--- config.mk ---
export PLATFORM = sky130hd
export DESIGN_NAME = display_timings_480p
export DESIGN_NICKNAME = d
export VERILOG_FILES = /design/src/rtl/display_timings_480p_pkg.sv /design/src/rtl/display_timings_480p.sv
export SDC_FILE = /design/constraint.sdc
export NUM_CORES = 1
export LEC_CHECK = 0
export CAP_MARGIN = 20
export CORE_ASPECT_RATIO = 0.75
export CORE_MARGIN = 3
export CORE_UTILIZATION = 45
export CTS_BUF_LIST = sky130_fd_sc_hd__clkbuf_8
export DETAILED_ROUTE_END_ITERATION = 10
export GPL_ROUTABILITY_DRIVEN = 1
export PLACE_DENSITY = 0.8
export REMOVE_ABC_BUFFERS = 1
export SLEW_MARGIN = 10
export SYNTH_ARGS = -nofsm -noshare
export SYNTH_HDL_FRONTEND = slang
export SYNTH_SLANG_ARGS = --single-unit
--- constraint.sdc ---
create_clock -name clk_pix -period 3.33 [get_ports clk_pix]
set_input_delay 0.666 -clock clk_pix [delete_from_list [all_inputs] [get_ports clk_pix]]
set_output_delay 0.666 -clock clk_pix [all_outputs]
set_load 0.02 [all_outputs]
--- src/rtl/display_timings_480p_pkg.sv ---
// Shared 640x480@60 Hz timing constants for the video pipeline.
// Blanking sits at negative coordinates so the active area starts at (0,0).
package display_timings_480p_pkg;

    // Coordinate width able to hold -160..639 with margin.
    localparam int CORDW_480P  = 16;

    // Horizontal timing in pixels.
    localparam int H_RES_480P  = 640;
    localparam int H_FP_480P   = 16;
    localparam int H_SYNC_480P = 96;
    localparam int H_BP_480P   = 48;

    // Vertical timing in lines.
    localparam int V_RES_480P  = 480;
    localparam int V_FP_480P   = 10;
    localparam int V_SYNC_480P = 2;
    localparam int V_BP_480P   = 33;

    // Sync polarity: 0 means the pulse is driven low.
    localparam int H_POL_480P  = 0;
    localparam int V_POL_480P  = 0;

    // Total blanking length; the first coordinate of a line/frame is its negative.
    function automatic int blank_len(input int fp, input int sync, input int bp);
        return fp + sync + bp;
    endfunction

    // Derived signed markers for the default timing.
    localparam int H_STA_480P  = -blank_len(H_FP_480P, H_SYNC_480P, H_BP_480P); // -160
    localparam int HS_STA_480P = H_STA_480P + H_FP_480P;                        // -144
    localparam int HS_END_480P = HS_STA_480P + H_SYNC_480P;                     // -48
    localparam int HA_END_480P = H_RES_480P - 1;                                // 639
    localparam int V_STA_480P  = -blank_len(V_FP_480P, V_SYNC_480P, V_BP_480P); // -45
    localparam int VS_STA_480P = V_STA_480P + V_FP_480P;                        // -35
    localparam int VS_END_480P = VS_STA_480P + V_SYNC_480P;                     // -33
    localparam int VA_END_480P = V_RES_480P - 1;                                // 479

endpackage

--- src/rtl/display_timings_480p.sv ---
// Raster timing generator: signed sx/sy counters plus zero-latency decode of
// hsync, vsync, data enable and the start-of-line / start-of-frame strobes.
module display_timings_480p
    import display_timings_480p_pkg::*;
#(
    parameter int CORDW  = CORDW_480P,
    parameter int H_RES  = H_RES_480P,
    parameter int V_RES  = V_RES_480P,
    parameter int H_FP   = H_FP_480P,
    parameter int H_SYNC = H_SYNC_480P,
    parameter int H_BP   = H_BP_480P,
    parameter int V_FP   = V_FP_480P,
    parameter int V_SYNC = V_SYNC_480P,
    parameter int V_BP   = V_BP_480P,
    parameter int H_POL  = H_POL_480P,
    parameter int V_POL  = V_POL_480P
) (
    input  logic                    clk_pix,
    input  logic                    rst,
    output logic signed [CORDW-1:0] sx,
    output logic signed [CORDW-1:0] sy,
    output logic                    hsync,
    output logic                    vsync,
    output logic                    de,
    output logic                    frame,
    output logic                    line
);

    // Signed coordinate markers at counter width.
    localparam logic signed [CORDW-1:0] H_STA  = CORDW'(-blank_len(H_FP, H_SYNC, H_BP));
    localparam logic signed [CORDW-1:0] HS_STA = CORDW'(-blank_len(H_FP, H_SYNC, H_BP) + H_FP);
    localparam logic signed [CORDW-1:0] HS_END = CORDW'(-blank_len(H_FP, H_SYNC, H_BP) + H_FP + H_SYNC);
    localparam logic signed [CORDW-1:0] HA_END = CORDW'(H_RES - 1);
    localparam logic signed [CORDW-1:0] V_STA  = CORDW'(-blank_len(V_FP, V_SYNC, V_BP));
    localparam logic signed [CORDW-1:0] VS_STA = CORDW'(-blank_len(V_FP, V_SYNC, V_BP) + V_FP);
    localparam logic signed [CORDW-1:0] VS_END = CORDW'(-blank_len(V_FP, V_SYNC, V_BP) + V_FP + V_SYNC);
    localparam logic signed [CORDW-1:0] VA_END = CORDW'(V_RES - 1);
    localparam logic signed [CORDW-1:0] STEP   = CORDW'(32'sd1);

    // Asserted sync levels.
    localparam logic HS_ACT = (H_POL != 0) ? 1'b1 : 1'b0;
    localparam logic VS_ACT = (V_POL != 0) ? 1'b1 : 1'b0;

    logic signed [CORDW-1:0] sx_r;
    logic signed [CORDW-1:0] sy_r;
    logic signed [CORDW-1:0] sx_next_s;
    logic signed [CORDW-1:0] sy_next_s;
    logic                    hs_win_s;
    logic                    vs_win_s;

    // Next raster position: step across the line, wrap to blanking and advance the line at the end.
    always_comb begin
        sx_next_s = sx_r + STEP;
        sy_next_s = sy_r;
        if (sx_r == HA_END) begin
            sx_next_s = H_STA;
            if (sy_r == VA_END) begin
                sy_next_s = V_STA;
            end else begin
                sy_next_s = sy_r + STEP;
            end
        end else begin
            sy_next_s = sy_r;
        end
    end

    // Position counters; reset parks them at the start of vertical blanking.
    always_ff @(posedge clk_pix) begin
        if (rst) begin
            sx_r <= H_STA;
            sy_r <= V_STA;
        end else begin
            sx_r <= sx_next_s;
            sy_r <= sy_next_s;
        end
    end

    // Decode sync pulses, active area and strobes straight from the current position.
    always_comb begin
        hs_win_s = (sx_r >= HS_STA) && (sx_r < HS_END);
        vs_win_s = (sy_r >= VS_STA) && (sy_r < VS_END);
        if (hs_win_s) begin
            hsync = HS_ACT;
        end else begin
            hsync = ~HS_ACT;
        end
        if (vs_win_s) begin
            vsync = VS_ACT;
        end else begin
            vsync = ~VS_ACT;
        end
        // Both coordinates non-negative means the sign bits are clear.
        de    = ~sx_r[CORDW-1] & ~sy_r[CORDW-1];
        line  = (sx_r == H_STA);
        frame = (sx_r == H_STA) && (sy_r == V_STA);
    end

    assign sx = sx_r;
    assign sy = sy_r;

endmodule

==> results.toml, run 1 <==
[floorplanning]
ios = 39
die_w_um = 77.6
initial_utilization = 0.496
rows = 18
die-area_um2 = 4630
die_y_um = 59.7
core_um2 = 3490

[synth]
syn-mean-instance-area_um2 = 8.32
yosys.area.top_type_share = 0.370
synth-edff-count = 0
ys_seq_area_frac = 0.370
synth-async-reset-ratio = 0
yosys_warnings = 0
netlist_instances = 208
yosys.cell_count.top_type = "dfxtp_1"
synth_area_leaders = "dfxtp_1, nand3_1, and4_1"
ys_top_cells_by_count = "dfxtp_1, nand2_1, nand3_1, nor2_1, nand4_1"
synth_top_flop_cell = "dfxtp_1"
ys_ff_latch = 32
synth_area_um2 = 1730
yosys.area.top_type = "dfxtp_1"
ys_types = 45

[timing]
slew_headroom = 0.578
fin_skew_ps = 4.58
fmax_mhz = 309
max_slew.worst_pin.slew_ps = 627
hold_viol = 0
fin_setup_tns_ps = 0
rsz0062_at_grt = "false"
timing.final.crit_share = 0.972
slew_violations = 0
final.min_clock_period_ps = 3240
setup_viol = 0

[clocking]
clk_root_buffer_cell = "clkbuf_8"
cts.htree.levels = 2
numCtsBuffers = 5
hold_buffers = 0
clockBufferDepth = 2
cts_resized = 1
cts_tree = "built"
clock_sinks = 32
clock_latency_ps = 290
clk_pin_slew_ps = 60
cts_setup_buffers = 0

[critical_path]
crit_fanout = 6
worstSetupStartpointType = "flip-flop"
crit_path_top_delay_cell = "clkdlybuf4s50_1"
endpoint_kind = "output port"
cp.arrival_ps = 2570
reg2reg_slack_ps = 1040
slowest_delay_ps = 610
crit_buf_inv = 2
required_ps = 2660
r2r_start = "sx[0]"
worst_r2r_endpoint = "sy[13]"
criticalPathCategory = "flip-flop to output port"
critical_path.top_delay_family = "simple AND/OR/NAND/NOR gates"
reg2regPathDepth = 5
crit_chain = "inv_1, ha_1, or4b_2, nor3_1, and4_1, clkdlybuf4s50_1"

[routing]
ant_nets = 0
drt-total-wl_um = 4400
drt_first_pass_iters = 4
vias_per_cell = 5.85
drtIter0Drc = 120
drc_errors = 0
vias = 1727
routedWlPerCell_um = 14.9

[finish]
regArea_um2 = 641
syn2layout_area_growth_pct = 28.6
nets = 251
drive_gt1_frac = 0.0490
antenna_cells = 0
multiInputGateArea_um2 = 1020
stdcell_area_um2 = 2230
fillers = 323

[global_routing]
track_usage = 0.203
grt_max_degree = 15
grt_pass1_vias = 1529
overflow = 0
antenna_found_initial = 0
grt_pass1_wl_um = 7360

[placed_design]
io_buffers = 38
placed_area_um2 = 2140
gp_congestion = 0.805
hpwl_um = 3250

[power_and_ir_drop]
leakage_nw = 0.880
ir_worst_vdd_v = 0.000221
powerDensity_nw_per_um2 = 347

[hold_path]
hold_path_class = "flip-flop to flip-flop"
hp-start = "sx[0]"
min_path_cells = 1
hold_path_end = "sx[0]"

[status]
status = "completed"

[run]
maxCapViolations = 0
[per-stage QoR]
stage | worst slack, ps | util | hold slack [ps] | cells | total power, mW
final | 94.0 | 0.638 | 489 | 295 | 0.771
after global routing | 3.02 | 0.638 | 534 | 295 | 0.796
after CTS | 138 | 0.638 | 494 | 295 | 0.774
after detailed placement | 265 | 0.612 | 479 | 287 | 0.474
after global placement | 299 | 0.612 | 467 | 287 | 0.473
after floorplan | 716 | - | 535 | 197 | 0.442
[metal layers]
layer | track usage | part of all wire | vias up
met2 | 0.284 | 0.40 | 59
met1 | 0.299 | 0.53 | 813
met4 | 0.0812 | 0.012 | 0
met3 | 0.0452 | 0.062 | 5
li1 | - | - | 850
met5 | 0 | 0 | -
[flip-flops by register name, indices dropped and copies added, names as in the netlist]
signal and cells:
sx 16, sy 16
[power by group]
part / total (mW) / internal, mW / switching [mW]
Clock: 0.307 / 0.162 / 0.144
Combinational: 0.0701 / 0.0311 / 0.0390
Sequential: 0.395 / 0.388 / 0.00674
[worst reg2reg max path, cell delays in order, from the launching register on]
cell and delay, ps:
dfxtp_1 400, ha_1 250, and3_1 330, nand4_1 500, or4_1 670, nand3_1 90
[cells in the final DEF (no fill, tap or decap), types with 2 or more instances in the layout]
master,synthesis,final
clkdlybuf4s50_1,0,37
dfxtp_1,32,32
nand2_1,18,18
nand3_1,17,17
nor2_1,12,12
nand4_1,11,11
and3_1,10,10
a21oi_1,10,10
o21ai_0,9,9
inv_1,6,8
and4_1,8,8
nor3_1,6,6
clkbuf_8,0,6
xor2_1,5,5
xnor2_1,5,5
ha_1,5,5
o31ai_1,4,4
or4_1,4,4
and2_1,4,4
nor4_1,3,3
or3_1,3,3
nand4b_1,2,2
o22a_1,2,2
mux2i_1,2,2
a31oi_1,2,2
buf_4,0,2
[area by class of cell]
cell class,count,share of cell area
multi-input cells,159,0.456
clock inverters,2,0.00337
inverters,6,0.0101
clock buffers,6,0.0371
flip-flops and latches,32,0.288
repair buffers,40,0.177
well taps,50,0.0281
[how the worst max path moves through the flow]
stage / from / to / slack (ps) / cells after the start
after floorplan: sx[0] / frame / 720 / 6
after global placement: sx[0] / frame / 300 / 7
after detailed placement: sx[0] / frame / 260 / 7
after CTS: sx[0] / line / 140 / 6
after global routing: sx[0] / line / 3 / 6
final: sx[0] / line / 90 / 6
[cell families after synthesis]
logic type | synth area share
simple gates | 0.346
compound gates | 0.137
flops | 0.370
buf+inv | 0.0427
xor+xnor | 0.0506
fa+ha+maj | 0.0362
mux | 0.0181
Power figures use the tool's default switching activity.
==> run 2, diff against run 1 <==
--- a/config.mk
+++ b/config.mk
@@ -12,8 +12,8 @@
 export CTS_BUF_LIST = sky130_fd_sc_hd__clkbuf_8
 export DETAILED_ROUTE_END_ITERATION = 10
 export GPL_ROUTABILITY_DRIVEN = 1
+export MAX_ROUTING_LAYER = met4
 export PLACE_DENSITY = 0.8
-export REMOVE_ABC_BUFFERS = 1
 export SLEW_MARGIN = 10
 export SYNTH_ARGS = -nofsm -noshare
 export SYNTH_HDL_FRONTEND = slang
==> results.toml, run 2 (synthesis results as in run 1) <==
[finish]
nets = 250
final_cell_mix = "clkdlybuf4s50_1, dfxtp_1, nand2_1"
drive_gt1_frac = 0.0415
final_common_cell = "clkdlybuf4s50_1"
syn2layout_area_growth_pct = 27.0
antenna_cells = 0
fillers = 309
stdcell_area_um2 = 2200

[routing]
drt-total-wl_um = 4320
vias_per_cell = 5.80
ant_nets = 0
routedWlPerCell_um = 14.9
drc_errors = 0
vias = 1687
drt_first_pass_iters = 4
drtIter0Drc = 121

[clocking]
clockBufferDepth = 2
clock_sinks = 32
hold_buffers = 0
clk_root_buffer_cell = "clkbuf_8"
clock_latency_ps = 280
cts_setup_buffers = 0
numCtsBuffers = 5
cts_tree = "built"
cts.htree.levels = 2
clk_pin_slew_ps = 60

[critical_path]
crit_fanout = 6
worst_r2r_endpoint = "sy[14]"
cp.arrival_ps = 2570
crit_end = "line"
required_ps = 2660
critPathLaunch = "sx[0]"
worstSetupStartpointType = "flip-flop"
criticalPathCategory = "flip-flop to output port"
reg2reg_slack_ps = 1040
endpoint_kind = "output port"
r2r_start = "sx[0]"
reg2regPathDepth = 5

[placed_design]
dp_slack_ps = 243
hpwl_um = 3150
placed_area_um2 = 2130
io_buffers = 38
gp_congestion = 0.838

[power_and_ir_drop]
finalPower_mw = 0.734
p_sw_frac = 0.246
p_clk_frac = 0.367
leakage_nw = 0.857
combPwrFrac = 0.094
p_switching_mw = 0.181
p_int_mw = 0.553
ir_worst_vdd_v = 0.000248
powerDensity_nw_per_um2 = 334
p_seq_frac = 0.538

[timing]
final.min_clock_period_ps = 3240
rsz0062_at_grt = "false"
fin_setup_tns_ps = 0
slew_headroom = 0.480
setup_viol = 0
max_slew.worst_pin.slew_ps = 770
timing.final.crit_share = 0.972
final.setup.worst_slack_ps = 91.8
fin_skew_ps = 1.99
fmax_mhz = 309
hold_viol = 0
slew_violations = 0

[global_routing]
grt_pass1_vias = 1442
overflow = 0
track_usage = 0.205
antenna_found_initial = 0
grt_max_degree = 15
grt_pass1_wl_um = 7170

[floorplanning]
ios = 39
die-area_um2 = 4630
core_um2 = 3490
initial_utilization = 0.496
rows = 18
die_y_um = 59.7
die_w_um = 77.6

[status]
status = "completed"

[synth]
synth_nets = 215

[run]
maxCapViolations = 0

[hold_path]
hold_path_class = "flip-flop to flip-flop"
-- run 2: cell count changes in the layout (fill, tap and decap cells not counted), sizes merged --
| cell | delta |
|---|---|
| inv | -2 |
| clkbuf | -1 |
| buf | -1 |
-- run 2: cell type report --
type / count / area, um^2 / area share
flip-flops and latches: 32 / 641 / 0.292
multi-input cells: 159 / 1020 / 0.462
repair buffers: 39 / 387 / 0.176
inverters: 6 / 22.5 / 0.0103
well taps: 50 / 62.6 / 0.0285
clock buffers: 5 / 68.8 / 0.0313
-- run 2: layer usage --
metal	GRT usage	share of wire	vias up
met4	0.0914	0.012	0
met5	-	0	-
met1	0.302	0.52	766
met2	0.262	0.40	70
met3	0.0422	0.067	5
li1	-	-	846
-- run 2: metrics by stage --
step                hold slack (ps)  cells   util
floorplan                       535    208      -
global placement                466    286  0.610
detailed placement              484    286  0.610
CTS                             502    291  0.629
global route                    521    291  0.629
finish                          499    291  0.629
-- run 2: critical path, cell delays in order, from the launching register on --
cell and delay, ps:
dfxtp_1 350, inv_1 80, ha_1 150, or4b_2 580, nor3_1 260, and4_1 260, clkdlybuf4s50_1 610
-- run 2: power by group through the flow --
stage,combinational [mW],clock [mW],sequential (mW)
finish,0.0694,0.270,0.395
global route,0.0753,0.291,0.397
CTS,0.0698,0.276,0.395
detailed placement,0.0710,0,0.404
global placement,0.0701,0,0.403
floorplan,0.0363,0,0.408
-- run 2: worst min path at each step --
stage / from / endpoint / cells past startpoint
global route: sx[0] / sx[0] / 1
global placement: sx[0] / sx[0] / 1
CTS: sx[0] / sx[0] / 1
finish: sx[0] / sx[0] / 1
detailed placement: sx[0] / sx[0] / 1
floorplan: sx[0] / sx[0] / 1
-- run 2: timing repair --
item | in CTS | in global routing
gates resized for setup | 1 | 0
setup endpoints to repair | 1 | 0
hold endpoints to repair | 0 | 0
